### config.mk
export PLATFORM = sky130hd
export DESIGN_NAME = compute_engine_p
export DESIGN_NICKNAME = d
export VERILOG_FILES = /design/src/rtl/compute_engine_p_pkg.sv /design/src/rtl/compute_engine_p_pe_mult.sv /design/src/rtl/compute_engine_p.sv
export SDC_FILE = /design/constraint.sdc
export NUM_CORES = 2
export LEC_CHECK = 0
export CORE_AREA = 5 5 425 301
export DETAILED_ROUTE_END_ITERATION = 7
export DIE_AREA = 0 0 430 306
export PLACE_DENSITY_LB_ADDON = 0.2
export SETUP_SLACK_MARGIN = 0.4
export SLEW_MARGIN = 20
export SYNTH_ARGS = -nofsm -noshare
export SYNTH_HDL_FRONTEND = slang
export SYNTH_SLANG_ARGS = --single-unit
export TNS_END_PERCENT = 5
### constraint.sdc
create_clock -name clk -period 3.9 [get_ports clk]
set_input_delay 0.585 -clock clk [delete_from_list [all_inputs] [get_ports clk]]
set_output_delay 0.585 -clock clk [all_outputs]
set_load 0.1 [all_outputs]
### src/rtl/compute_engine_p_pkg.sv
// compute_engine_p_pkg: shared constants for the 8-lane dot-product engine
//   LANES : number of feature/weight lanes
//   DEPTH : pipeline depth (multiply, pair add, final add)
package compute_engine_p_pkg;
  localparam int LANES = 8;
  localparam int DEPTH = 3;
endpackage

### src/rtl/compute_engine_p_pe_mult.sv
// pe_mult: registered signed multiplier producing a 2*DATA_WIDTH product
//   clk, rst_n : clock, async active-low reset
//   a, b       : signed operands
//   p          : registered product a*b
module pe_mult #(
  parameter int DATA_WIDTH = 8
) (
  input  logic                    clk,
  input  logic                    rst_n,
  input  logic [DATA_WIDTH-1:0]   a,
  input  logic [DATA_WIDTH-1:0]   b,
  output logic [2*DATA_WIDTH-1:0] p
);
  // Sign-extending both operands to full width makes the unsigned product
  // congruent to the signed one modulo 2^(2*DATA_WIDTH).
  logic [2*DATA_WIDTH-1:0] ax, bx;
  assign ax = {{DATA_WIDTH{a[DATA_WIDTH-1]}}, a};
  assign bx = {{DATA_WIDTH{b[DATA_WIDTH-1]}}, b};
  always_ff @(posedge clk or negedge rst_n)
    if (!rst_n) p <= '0;
    else p <= ax * bx;
endmodule

### src/rtl/compute_engine_p.sv
// compute_engine_p: 3-stage pipelined 8-lane signed dot product
//   clk, rst_n                 : clock, async active-low reset
//   input_channel_done         : controller flag, not used here
//   output_channel_done        : controller flag, not used here
//   input_channel_sel          : input-channel block base index
//   output_channel_sel         : output-channel block base index
//   input_feature, weight_line : 8 signed lanes each
//   result                     : dot product, wraps mod 2^(2*DATA_WIDTH)
//   *_sel_delay3               : sel inputs aligned with result
module compute_engine_p
  import compute_engine_p_pkg::*;
#(
  parameter int DATA_WIDTH = 8
) (
  input  logic                        clk,
  input  logic                        rst_n,
  input  logic                        input_channel_done,
  input  logic                        output_channel_done,
  input  logic [7:0]                  input_channel_sel,
  input  logic [7:0]                  output_channel_sel,
  input  logic [DATA_WIDTH*LANES-1:0] input_feature,
  input  logic [DATA_WIDTH*LANES-1:0] weight_line,
  output logic [DATA_WIDTH*2-1:0]     result,
  output logic [7:0]                  input_channel_sel_delay3,
  output logic [7:0]                  output_channel_sel_delay3
);
  localparam int PW = DATA_WIDTH * 2;
  logic unused_done;
  assign unused_done = input_channel_done ^ output_channel_done;
  logic [PW-1:0] prod [LANES];
  logic [PW-1:0] pair [LANES/2];
  logic [7:0] isel_d [DEPTH];
  logic [7:0] osel_d [DEPTH];
  for (genvar k = 0; k < LANES; k++) begin : g_lane
    pe_mult #(.DATA_WIDTH(DATA_WIDTH)) u_mult (
      .clk  (clk),
      .rst_n(rst_n),
      .a    (input_feature[k*DATA_WIDTH +: DATA_WIDTH]),
      .b    (weight_line[k*DATA_WIDTH +: DATA_WIDTH]),
      .p    (prod[k])
    );
  end
  always_ff @(posedge clk or negedge rst_n)
    if (!rst_n) begin
      for (int j = 0; j < LANES/2; j++) pair[j] <= '0;
      for (int j = 0; j < DEPTH; j++) begin
        isel_d[j] <= '0;
        osel_d[j] <= '0;
      end
      result <= '0;
    end else begin
      for (int j = 0; j < LANES/2; j++) pair[j] <= prod[2*j] + prod[2*j+1];
      isel_d[0] <= input_channel_sel;
      osel_d[0] <= output_channel_sel;
      for (int j = 1; j < DEPTH; j++) begin
        isel_d[j] <= isel_d[j-1];
        osel_d[j] <= osel_d[j-1];
      end
      result <= (pair[0] + pair[1]) + (pair[2] + pair[3]);
    end
  assign input_channel_sel_delay3  = isel_d[DEPTH-1];
  assign output_channel_sel_delay3 = osel_d[DEPTH-1];
endmodule

# Yosys cells after proc, flatten, opt, wreduce, memory -nomap -nowiden

Index checks and enable logic that the tools add are counted.

Memory bits (writable): 0
Output and inout port bits: 32
Latch bits: 0
Bits of input ports: 148
Bits in read-only memories: 0
Register bits after elaboration: 256
Memories kept: 0

$mul: 8
Div/mod/pow operators: 0
Add/subtract/negate cells: 7
Shifts and indexed selects: 0
Bitwise logic cells: 0
Reduce and logical (&&, ||, !) cells: 0
Multiplexer cells: 0
Equal/unequal tests: 0
Order comparisons: 0

Operators by type and width:

| kind                       | number |
|---|---|
| multiplier 8 x 8 -> 16 bit | 8 |
| adder 16 bit               | 7 |

# Logic depth before layout (Yosys ltp)

Depth after elaboration: 2
Gate-level depth with buffers: 17
Depth with buffers taken out: 17

# Hierarchy

From an unflattened synthesis, not the netlist that was laid out.

Cells, all modules: 3120
Area, all modules: 30950.9 sq um

By module, submodules not included:

| module                          | seq. area each (sq um) | times used | cells each | area an instance (sq um) |
|---|---|---|---|---|
| pe_mult at g_lane[1].u_mult ... | 400.4                  | 4          | 300        | 2912.8 |
| compute_engine_p                | 3203.1                 | 1          | 713        | 7604.8 |
| pe_mult at g_lane[6].u_mult ... | 400.4                  | 2          | 300        | 2911.5 |
| pe_mult at g_lane[0].u_mult     | 400.4                  | 1          | 305        | 2936.6 |
| pe_mult at g_lane[5].u_mult     | 400.4                  | 1          | 302        | 2935.3 |

# Least setup slack after synthesis

No wires, ideal clock.

Path kind: in2reg
Start: in input_feature[29]
End: reg g_lane[3].u_mult.p[15]
Required time: 3.773 ns
Buffers on the path: 0
Arrival time: 4.363 ns
Path slack: -0.590 ns
Stages on the path: 16
Cell sequence: and2_1 -> fa_1 -> inv_1 -> fa_1 -> inv_1 -> fa_1 -> inv_1 -> fa_1 -> inv_1 -> ha_1 -> o21ai_0 -> o21bai_1 -> a2111o_1 -> a221oi_1 -> o21ai_0 -> xnor2_1

Word-level cells in the longest chain between the ends: 1

RTL lines:

| what                       | line                           | source |
|---|---|---|
| start: declaration         | compute_engine_p.sv:21         | `input logic [DATA_WIDTH*LANES-1:0] input_feature,` |
| multiplier 8 x 8 -> 16 bit | compute_engine_p_pe_mult.sv:21 | `else p <= ax * bx;` |
| end signal: assignment     | compute_engine_p_pe_mult.sv:21 |  |
| end: declaration           | compute_engine_p_pe_mult.sv:12 | `output logic [2*DATA_WIDTH-1:0] p` |

Every way passes these cells.

# Worst setup path in the final report

Start: in weight_line[21]
End: reg g_lane[2].u_mult.p[14]

Word-level cells in the longest chain between the ends: 1

RTL lines:

| what                       | line                           | source |
|---|---|---|
| start: declaration         | compute_engine_p.sv:22         | `input logic [DATA_WIDTH*LANES-1:0] weight_line,` |
| multiplier 8 x 8 -> 16 bit | compute_engine_p_pe_mult.sv:21 |  |
| end signal: assignment     | compute_engine_p_pe_mult.sv:21 |  |
| end: declaration           | compute_engine_p_pe_mult.sv:12 |  |

Every way passes these cells.

==> summary.txt <==
Status
  – Status: complete, but fails checks
  – Failing checks: setup timing

Floorplan
  – Core area: 123,000 um2
  – Die H: 306 um
  – # rows: 108
  – I/O Pins: 180
  – Die Wd: 430 um
  – Starting Density: 24.8%
  – Area of the die: 132,000 um2

Place
  – Number of I/O port buffers: 177
  – RD Place Congestion: 0.775
  – Hpwl dp: 62,600 um
  – Number of placed cells counting well taps: 5,277

Yosys
  – Top cells by area, synth: fa_1 (31%), dfrtp_1 (21%), ha_1 (13%)
  – Most numerous cell in the Yosys netlist: inv_1
  – Post-Syn Instances: 3,030
  – Synth Flop Type: dfrtp_1
  – Post-synthesis sequential area ratio: 20.9%
  – Post-synth EDFFs: 0
  – Flops & latches, synth: 256
  – Synth Area per Inst: 10.1 um2
  – Warnings from Yosys: 0
  – Largest area contributor in the netlist: fa_1
  – Ys async rst share: 100%
  – Most common library cells after synthesis: inv_1 (680), fa_1 (474), and2_1 (342)
  – Post-synth top area share: 31.0%
  – Post-synth cell types: 65
  – Syn Std Cell Area: 30,600 um2
  – Post-Syn Nets: 3,959

Clock tree
  – Skew-Pair Late Insertion Delay: 570 ps
  – CTS tree: built
  – Clock transition at path regs: 60 ps
  – CTS Buf Count: 29
  – Maximum level of the CTS H-tree: 1
  – CTS Sinks: 256
  – CTS Buffer Depth: 3
  – CTS Root Buffer Type: clkbuf_16

GRT
  – Initial antenna violation count: 0
  – Vias in the first global route: 23,100
  – Global-route met2 utilization: 16.2%
  – Global route hottest layer: met1
  – Met1 GRT Util: 18.6%
  – Met3 Usage GRT: 1.38%
  – Largest net degree at the start of global routing: 86
  – Overflow after GRT: 0
  – GRT Total Usage: 11.4%
  – First-pass GRT wire length: 124,000 um

STA
  – Fmax: 0.248 GHz
  – Final setup vio count: 17
  – Setup TNS: -1280 ps
  – Slew Limit Fails: 0
  – Min cycle time layout: 4030 ps
  – RSZ-0062 raised after global routing: yes
  – Period utilization: 103%
  – Worst-Margin Slew: 1120 ps
  – Slew HR: 25.0%
  – Final setup margin: -129 ps
  – Clock Skews: 12.4 ps
  – Hold Vio Cnt, Final: 0

Routing
  – Via count: 21,300
  – Remaining DRCs: 0
  – 1st-iter DRT viols: 615
  – Antenna-violating nets left: 0
  – DR WL/cell: 13.6 um
  – DR pass1 iterations: 5
  – DRT Wirelength: 72,900 um
  – Via density: 3.98

Final layout
  – N_diodes: 0
  – Synth-to-Final Area Change: 30.3%
  – Share of cells above drive strength 1: 24.5%
  – Non-filler cells, final: 5,357
  – Fill cell count: 12,900
  – Final layout net count: 4,616

Worst setup path
  – Worst Path Required: 4410 ps
  – Reg2reg path depth: 11
  – CP arrival: 4540 ps
  – R2r setup slk: 380 ps
  – CP startpoint kind: input port
  – Worst Setup End Kind: flop
  – Setup CP Type: in2reg
  – Max Fanout on Critical Path: 5
  – Worst R2R Start: pair[33]$_DFF_PN0_
  – R2r endpoint: result[15]$_DFF_PN0_

Power
  – Power per cell area: 874 nW/um2
  – Max IR drop VDD: 0.000651 V
  – Pleak: 0.0193 uW

Min path
  – Worst hold endpoint: isel_d[10]$_DFF_PN0_
  – Hold wc startpoint: isel_d[18]$_DFF_PN0_
  – HP Class: reg2reg
  – Cells on Worst Hold Path: 0

Job
  – MaxCap Viol Count: 0
## worst max-delay path, cell delays in order
cell	delay [ps]
clkdlybuf4s15_2	240
buf_4	160
and2_1	170
fa_1	540
inv_1	60
fa_1	520
inv_1	60
fa_1	470
inv_1	50
fa_1	480
inv_1	40
ha_1	260
nor3_1	320
a211oi_2	100
o311ai_1	340
buf_4	170
## cell usage in the layout (no fill, tap or decap), types with 13 or more instances in the layout
| master | synthesis | final |
|---|---|---|
| a21o_1 | 24 | 24 |
| a21oi_1 | 79 | 67 |
| and2_1 | 342 | 299 |
| and2_4 | 0 | 43 |
| and3_1 | 16 | 15 |
| buf_2 | 0 | 47 |
| buf_4 | 16 | 455 |
| buf_6 | 0 | 31 |
| clkbuf_16 | 0 | 29 |
| clkbuf_2 | 0 | 29 |
| clkdlybuf4s50_1 | 0 | 49 |
| dfrtp_1 | 256 | 255 |
| fa_1 | 474 | 450 |
| fa_2 | 0 | 24 |
| ha_1 | 307 | 263 |
| ha_4 | 0 | 32 |
| inv_1 | 680 | 640 |
| inv_2 | 0 | 40 |
| nand2_1 | 174 | 166 |
| nand2b_1 | 27 | 20 |
| nand3_1 | 18 | 16 |
| nor2_1 | 78 | 76 |
| nor2b_1 | 59 | 53 |
| nor3_1 | 29 | 24 |
| o211ai_1 | 16 | 16 |
| o21a_1 | 21 | 21 |
| o21ai_0 | 53 | 34 |
| xnor2_1 | 156 | 143 |
| xnor2_2 | 0 | 13 |
| xor2_1 | 34 | 31 |
## cell type report
type	count	area, um2	share of cell area [%]
Clock buffer	36	812	2.04
Clock inverter	15	231	0.581
Inverter	680	2550	6.41
Multi-Input combinational cell	2075	22800	57.1
Sequential cell	256	6410	16.1
Tap cell	1650	2060	5.18
Timing Repair Buffer	645	5030	12.6
## cell families (layout without fill, tap and decap cells)
group | after synthesis | in the layout | share of synthesized area [%]
XOR/XNOR | 190 | 190 | 5.44
AO/OA/AOI/OAI | 307 | 307 | 6.99
AND/OR/NAND/NOR | 788 | 788 | 13.9
flip-flops | 256 | 256 | 20.9
adder cells (fa/ha/maj) | 781 | 781 | 43.6
multiplexers | 9 | 9 | 0.327
buffers and inverters | 699 | 1376 | 8.77
## sequential cells by signal (all words and copies together), names as in the netlist
name,count
osel_d,16
isel_d,16
input_channel_sel_delay3,8
pair,64
output_channel_sel_delay3,8
g_lane.u_mult.p,128
result,16
## power breakdown
group          total [uW]  internal (uW)  switching [uW]  leakage (uW)
registers            4650           4040             617       0.00300
logic               27200          12900           14200        0.0158
clock network        2990           1810            1180      0.000507
## worst max-delay path by stage
stage | startpoint | endpoint | slack [ps] | cells past startpoint
after floorplan | input_feature[45] | g_lane[5].u_mult.p[15]$_DFF_PN0_ | -370 | 16
after global placement | input_feature[21] | g_lane[2].u_mult.p[14]$_DFF_PN0_ | -1240 | 16
after detailed placement | input_feature[14] | g_lane[1].u_mult.p[15]$_DFF_PN0_ | -1200 | 17
after CTS | weight_line[3] | g_lane[0].u_mult.p[15]$_DFF_PN0_ | -230 | 17
after global routing | input_feature[21] | g_lane[2].u_mult.p[15]$_DFF_PN0_ | -300 | 18
final | weight_line[21] | g_lane[2].u_mult.p[14]$_DFF_PN0_ | -130 | 16
## layer usage
layer  up-vias  routed length (um)
met4         0                 948
met1     10400               40800
met2       193               29200
met3        49                1870
met5         -                   0
li1      10700                   -
## through the flow
step	total power (uW)	worst slack (ps)	hold WS [ps]	instance area, um2	util (%)
2_1_floorplan	21700	-368	289	30800	-
3_3_place_gp	30000	-1240	331	37800	30.7
3_5_place_dp	30000	-1200	335	37800	30.7
4_1_cts	34400	-230	348	39500	32.1
5_1_grt	38700	-296	353	39800	32.3
6_report	34800	-129	346	39800	32.3
## timing repair
| action | 4_1_cts | 5_1_grt |
|---|---|---|
| setup buffers | 16 | 12 |
| endpoints found under the setup margin | 81 | 65 |
| cloned | 0 | 0 |
| hold endpoints to repair | 54 | 0 |
| hold buffers | 1 | 0 |
| pin swaps | 164 | 117 |
| resized for setup | 592 | 211 |
No activity file was read; power rests on OpenSTA's default activity.
